<file path="config.mk">
export PLATFORM = sky130hd
export DESIGN_NAME = flight_arm_sequencer
export DESIGN_NICKNAME = d
export VERILOG_FILES = /design/src/rtl/flight_pkg.sv /design/src/rtl/ms_watchdog.sv /design/src/rtl/flight_arm_sequencer.sv
export SDC_FILE = /design/constraint.sdc
export NUM_CORES = 1
export LEC_CHECK = 0
export BUFFER_PORTS_ARGS = -buffer_cell sky130_fd_sc_hd__buf_2
export CELL_PAD_IN_SITES_DETAIL_PLACEMENT = 1
export CELL_PAD_IN_SITES_GLOBAL_PLACEMENT = 2
export CORE_ASPECT_RATIO = 0.8
export CORE_UTILIZATION = 30
export DETAILED_ROUTE_END_ITERATION = 8
export GPL_TIMING_DRIVEN = 0
export HOLD_SLACK_MARGIN = 0.1
export PLACE_DENSITY_LB_ADDON = 0.2
export SYNTH_ARGS = -nofsm -noshare
export SYNTH_HDL_FRONTEND = slang
export SYNTH_SLANG_ARGS = --single-unit
</file>
<file path="constraint.sdc">
create_clock -name clk -period 3.21 [get_ports clk]
set_clock_uncertainty 0.15 [all_clocks]
set_input_delay 0 -clock clk [delete_from_list [all_inputs] [get_ports clk]]
set_output_delay 0 -clock clk [all_outputs]
set_load 0.01 [all_outputs]
</file>
<file path="src/rtl/flight_pkg.sv">
// rtl/flight_pkg.sv - shared state encoding, SBUS channel limits and throttle clamp
package flight_pkg;

    localparam int CH_W = 11;

    localparam logic [CH_W-1:0] SBUS_MIN     = 11'd172;
    localparam logic [CH_W-1:0] SBUS_MAX     = 11'd1811;
    localparam logic [CH_W-1:0] THR_LOW_MAX  = 11'd250;
    localparam logic [CH_W-1:0] SW_ON_MIN    = 11'd1400;
    localparam logic [CH_W-1:0] THR_HIGH_MIN = 11'd1700;

    typedef enum logic [2:0] {
        ST_DISARMED = 3'd0,
        ST_ARMED    = 3'd1,
        ST_CAL_HIGH = 3'd2,
        ST_CAL_LOW  = 3'd3,
        ST_FAILSAFE = 3'd4
    } state_e;

    function automatic logic [CH_W-1:0] clamp_thr(input logic [CH_W-1:0] v);
        if (v < SBUS_MIN)      return SBUS_MIN;
        else if (v > SBUS_MAX) return SBUS_MAX;
        else                   return v;
    endfunction

endpackage

</file>
<file path="src/rtl/ms_watchdog.sv">
// rtl/ms_watchdog.sv - saturating millisecond age counter, ok while age < TIMEOUT_MS
module ms_watchdog #(
    parameter int TIMEOUT_MS = 100
) (
    input  logic clk,
    input  logic rst,
    input  logic tick,
    input  logic kick,
    output logic ok
);

    localparam int AW = $clog2(TIMEOUT_MS + 1);

    logic [AW-1:0] age_q;

    // Reset parks the age at the timeout so a link is stale until its first pulse.
    always_ff @(posedge clk or negedge rst) begin
        if (!rst) begin
            age_q <= AW'(TIMEOUT_MS);
        end else if (kick) begin
            age_q <= '0;
        end else if (tick && (age_q < AW'(TIMEOUT_MS))) begin
            age_q <= age_q + AW'(1);
        end
    end

    assign ok = (age_q < AW'(TIMEOUT_MS));

endmodule

</file>
<file path="src/rtl/flight_arm_sequencer.sv">
// rtl/flight_arm_sequencer.sv - arm/calibrate/failsafe sequencer driving throttle and motor enable
module flight_arm_sequencer
    import flight_pkg::*;
#(
    parameter int CLK_HZ      = 50000000,
    parameter int SBUS_TO_MS  = 100,
    parameter int IMU_TO_MS   = 20,
    parameter int ARM_HOLD_MS = 500,
    parameter int CAL_HIGH_MS = 2000,
    parameter int CAL_LOW_MS  = 2000
) (
    input  logic            clk,
    input  logic            rst,
    input  logic [CH_W-1:0] ch2,
    input  logic [CH_W-1:0] ch4,
    input  logic [CH_W-1:0] ch5,
    input  logic            sbus_valid,
    input  logic            imu_flag,
    output logic [CH_W-1:0] thr_cmd,
    output logic            motor_en,
    output logic [2:0]      state,
    output logic            link_ok,
    output logic            fault
);

    localparam int DIV = CLK_HZ / 1000;
    localparam int PW  = (DIV > 1) ? $clog2(DIV) : 1;
    localparam int TW  = 16;

    logic [PW-1:0]   presc_q;
    logic            tick;
    logic [CH_W-1:0] ch2_s_q, ch4_s_q, ch5_s_q;
    logic            sbus_ok, imu_ok, link_now;
    logic            kill, cal, thr_low, thr_high, arm_cond;
    state_e          state_q, state_d;
    logic [TW-1:0]   timer_q, timer_d;
    logic [CH_W-1:0] thr_cmd_q;
    logic            motor_en_q, link_ok_q, fault_q;

    assign tick = (presc_q == PW'(DIV - 1));

    always_ff @(posedge clk or negedge rst) begin
        if (!rst)      presc_q <= '0;
        else if (tick) presc_q <= '0;
        else           presc_q <= presc_q + PW'(1);
    end

    always_ff @(posedge clk or negedge rst) begin
        if (!rst) begin
            ch2_s_q <= '0;
            ch4_s_q <= '0;
            ch5_s_q <= '0;
        end else if (sbus_valid) begin
            ch2_s_q <= ch2;
            ch4_s_q <= ch4;
            ch5_s_q <= ch5;
        end
    end

    ms_watchdog #(.TIMEOUT_MS(SBUS_TO_MS)) u_sbus_wd (
        .clk(clk), .rst(rst), .tick(tick), .kick(sbus_valid), .ok(sbus_ok)
    );

    ms_watchdog #(.TIMEOUT_MS(IMU_TO_MS)) u_imu_wd (
        .clk(clk), .rst(rst), .tick(tick), .kick(imu_flag), .ok(imu_ok)
    );

    assign link_now = sbus_ok & imu_ok;
    assign kill     = (ch5_s_q >= SW_ON_MIN);
    assign cal      = (ch4_s_q >= SW_ON_MIN);
    assign thr_low  = (ch2_s_q <= THR_LOW_MAX);
    assign thr_high = (ch2_s_q >= THR_HIGH_MIN);
    assign arm_cond = !cal && thr_low && link_now && !kill;

    // One timer serves the arm hold and both calibration phases.
    always_comb begin
        state_d = state_q;
        timer_d = timer_q;
        case (state_q)
            ST_DISARMED: begin
                if (cal && thr_high && link_now && !kill) begin
                    state_d = ST_CAL_HIGH;
                end else if (arm_cond) begin
                    if (tick) begin
                        if (timer_q == TW'(ARM_HOLD_MS - 1)) state_d = ST_ARMED;
                        else                                 timer_d = timer_q + TW'(1);
                    end
                end else begin
                    timer_d = '0;
                end
            end
            ST_ARMED: begin
                if (kill)           state_d = ST_DISARMED;
                else if (!link_now) state_d = ST_FAILSAFE;
            end
            ST_CAL_HIGH: begin
                if (kill) begin
                    state_d = ST_DISARMED;
                end else if (tick) begin
                    if (timer_q == TW'(CAL_HIGH_MS - 1)) state_d = ST_CAL_LOW;
                    else                                 timer_d = timer_q + TW'(1);
                end
            end
            ST_CAL_LOW: begin
                if (kill) begin
                    state_d = ST_DISARMED;
                end else if (tick) begin
                    if (timer_q == TW'(CAL_LOW_MS - 1)) state_d = ST_DISARMED;
                    else                                timer_d = timer_q + TW'(1);
                end
            end
            ST_FAILSAFE: begin
                if (link_now && kill) state_d = ST_DISARMED;
            end
            default: state_d = ST_DISARMED;
        endcase
        if (state_d != state_q) timer_d = '0;
    end

    // Outputs are registered from the next state so they move together with it.
    always_ff @(posedge clk or negedge rst) begin
        if (!rst) begin
            state_q    <= ST_DISARMED;
            timer_q    <= '0;
            thr_cmd_q  <= SBUS_MIN;
            motor_en_q <= 1'b0;
            link_ok_q  <= 1'b0;
            fault_q    <= 1'b0;
        end else begin
            state_q    <= state_d;
            timer_q    <= timer_d;
            motor_en_q <= (state_d == ST_ARMED);
            fault_q    <= (state_d == ST_FAILSAFE);
            link_ok_q  <= link_now;
            case (state_d)
                ST_ARMED:    thr_cmd_q <= clamp_thr(ch2_s_q);
                ST_CAL_HIGH: thr_cmd_q <= SBUS_MAX;
                default:     thr_cmd_q <= SBUS_MIN;
            endcase
        end
    end

    assign state    = state_q;
    assign thr_cmd  = thr_cmd_q;
    assign motor_en = motor_en_q;
    assign link_ok  = link_ok_q;
    assign fault    = fault_q;

endmodule

</file>
==> run metrics <==
post-synth top area share 0.449; Logic pwr share 0.170; Skew-Pair Late Insertion Delay 330 ps; DRT iter0 DRCs 110; CTS H-tree lvls 3; Crit path largest cell delay 570 ps; CP cell instances ha_1, and3_2, buf_2, nand4_1, o21ai_2, nor2b_1, nand3_1, or3b_2, a21oi_2; first-pass GRT wire length 19200 um; final layout net count 552; overall routed net length 11400 um; Syn Inst Count 404; PD cells 490 nW/um^2; Vias 3479; maxcap violations 0; Critical Path Start Type register; # clock sinks 88; VDD IR-drop max 0.288 mV; antenna-violating nets left 0; final hold violations 0; GR Overflow Total 0; Filler Cells Inserted 1620; Reg power frac 0.442; io pins 54; Crit path required time 3320 ps; Die Area 15200 sq um; Worst path top cell family by delay simple AND/OR/NAND/NOR gates; fin crit share 0.899; antenna cell count 0; EDFF count, synth 0; Slowest-stage cell, CP or3b_2; syn_nets 445; Die X 137 um; num rows 39; Longest Clk Path Bufs 2; share of cells above drive strength 1 0.291; CTS tree yes; initial core utilization 0.308; Distinct cells, synth 64; Mapped Area 4400 sq um; final core utilization 0.399; area grow syn2layout 29.6%; Final Max Slew Viols 0; Arr. time, crit path 3000 ps; mean post-synth cell area 10.9 sq um; total CTS buffers 9; Synth Flop Type dfrtp_1; synth top area cells dfrtp_1, mux2_2, dfstp_2, nor2_1, xor2_1; Die Y 110 um; Sw Share 0.266; antenna violations before repair 0; Synth area leader dfrtp_1; clock share of power 0.388; most numerous cell in the Yosys netlist dfrtp_1; worst-path maximum fanout 10; Pint 2.05 mW; residual DRC count 0; Final min period 2880 ps; Least-Margin Pin Slew 820 ps; Worst Hold Class primary input to register; Pre-Repair DR Iteration Count 4; Root Driver clkbuf_16; Max-slew headroom 0.449; fmax 0.347 GHz; Synth Warn # 0; Switch Pwr 0.746 mW; HPWL Detailed 7800 um; drt wl/cell 16.4 um; sequential element share of the synthesized area 0.503; crit path kind register to register; CP Capture Type register; setup TNS 0 ps; setup violators final 0; total track usage 0.165; vias per cell 4.97; asr flop ratio synth 1.00; list of most frequent post-synthesis cells dfrtp_1, nor2_1, mux2_2, nand2_1, a21oi_1; post-synthesis register bit count 88; vias in the first global route 3671; cell leakage power 2.41 nW; largest net degree at the start of global routing 47; gpl congestion 0.760; # port buffers 46; status finished, final reports clean; core area 14300 sq um; clk slew on worst S/H paths 60 ps; Buf/Inv on CP 1; RSZ-0062 raised after global routing false
[cell type report]
cell class              count  area, sq um  share of cell area
plain buffers              15          113              0.0197
clock inverters             4         51.3             0.00899
inverters                   2         7.51             0.00131
repair buffers             96          761               0.133
well taps                 184          230              0.0403
flip-flops and latches     88         2210               0.388
clock buffers              12          256              0.0449
multi-input cells         299         2080               0.364
[cell families (layout without fill, tap and decap cells)]
kind of cell,count (synthesis),after routing,share of synthesized area
simple gates,163,163,0.209
fa+ha+maj,4,4,0.0114
xor+xnor,24,24,0.0477
compound gates,79,79,0.128
mux,29,29,0.0736
flops,88,88,0.503
buf+inv,17,129,0.0273
[routing by layer]
| metal | wire length, um | vias to the layer above | track usage |
|---|---|---|---|
| li1 | - | 1680 | - |
| met1 | 5800 | 1755 | 0.232 |
| met2 | 5270 | 36 | 0.263 |
| met3 | 289 | 8 | 0.0311 |
| met4 | 87 | 0 | 0.0377 |
| met5 | 0 | - | 0 |
[final timing paths]
kind	startpoint	endpoint	slack (ps)	cells past startpoint
worst max-delay path	presc_q[0]$_DFF_PN0_	timer_q[11]$_DFFE_PN0P_	330	9
worst min-delay path	sbus_valid	ch2_s_q[10]$_DFFE_PN0P_	150	2
worst max register to register	presc_q[0]$_DFF_PN0_	timer_q[11]$_DFFE_PN0P_	330	9
worst min register to register	presc_q[0]$_DFF_PN0_	presc_q[0]$_DFF_PN0_	310	1
max in group asynchronous	rst	thr_cmd[2]$_DFF_PN1_	1970	4
min in group asynchronous	rst	u_sbus_wd.age_q[6]$_DFFE_PN1P_	620	3
[state kept, by name (all words and copies together) (netlist names)]
name	cells
ch4_s_q	8
presc_q	16
link_ok	1
u_imu_wd.age_q	5
ch2_s_q	11
fault	1
u_sbus_wd.age_q	7
thr_cmd	11
ch5_s_q	8
timer_q	16
motor_en	1
state	3
[power by group through the flow]
stage	sequential, mW	clock [mW]	combinational (mW)
global route	1.25	1.17	0.529
detailed placement	1.26	0	0.418
CTS	1.24	1.12	0.480
finish	1.24	1.09	0.477
floorplan	1.26	0	0.256
global placement	1.25	0	0.408
[repair_timing]
item | in CTS | in global routing
endpoints found under the hold margin | 123 | 0
buffers inserted | 0 | 0
hold buffers | 49 | 0
setup endpoints to repair | 0 | 6
gates resized for setup | 0 | 1
[per-stage QoR]
stage               worst slack (ps)  instances  area, sq um  hold slack (ps)  power [mW]
floorplan                        668        404         4400             -446        1.51
finish                           325        700         5710              153        2.80
global placement                 185        634         4860             56.4        1.66
detailed placement               202        635         4890            -93.9        1.67
CTS                              184        700         5700              155        2.84
global route                     102        700         5710              168        2.95
[layout by cell type (no fill, tap or decap), types with 3 or more instances in the layout]
cell type / count
dfrtp_1: 79
buf_2: 49
dlygate4sd3_1: 48
nor2_1: 42
mux2_2: 27
nand2_1: 26
a21oi_1: 20
o21ai_0: 18
nand3_1: 17
xor2_1: 17
nand4_1: 13
nor3_1: 9
a21oi_2: 9
clkbuf_16: 9
dfstp_2: 9
and3_1: 8
xnor2_1: 7
or3b_2: 6
o21bai_1: 5
and3_2: 5
buf_6: 4
nor2b_1: 4
or4_1: 4
ha_1: 4
o21ai_2: 3
nor4_1: 3
a211oi_1: 3
a21o_1: 3
and2_1: 3
and4_1: 3
buf_1: 3
or3_1: 3
Note: power is estimated with default switching activity, not from simulation.
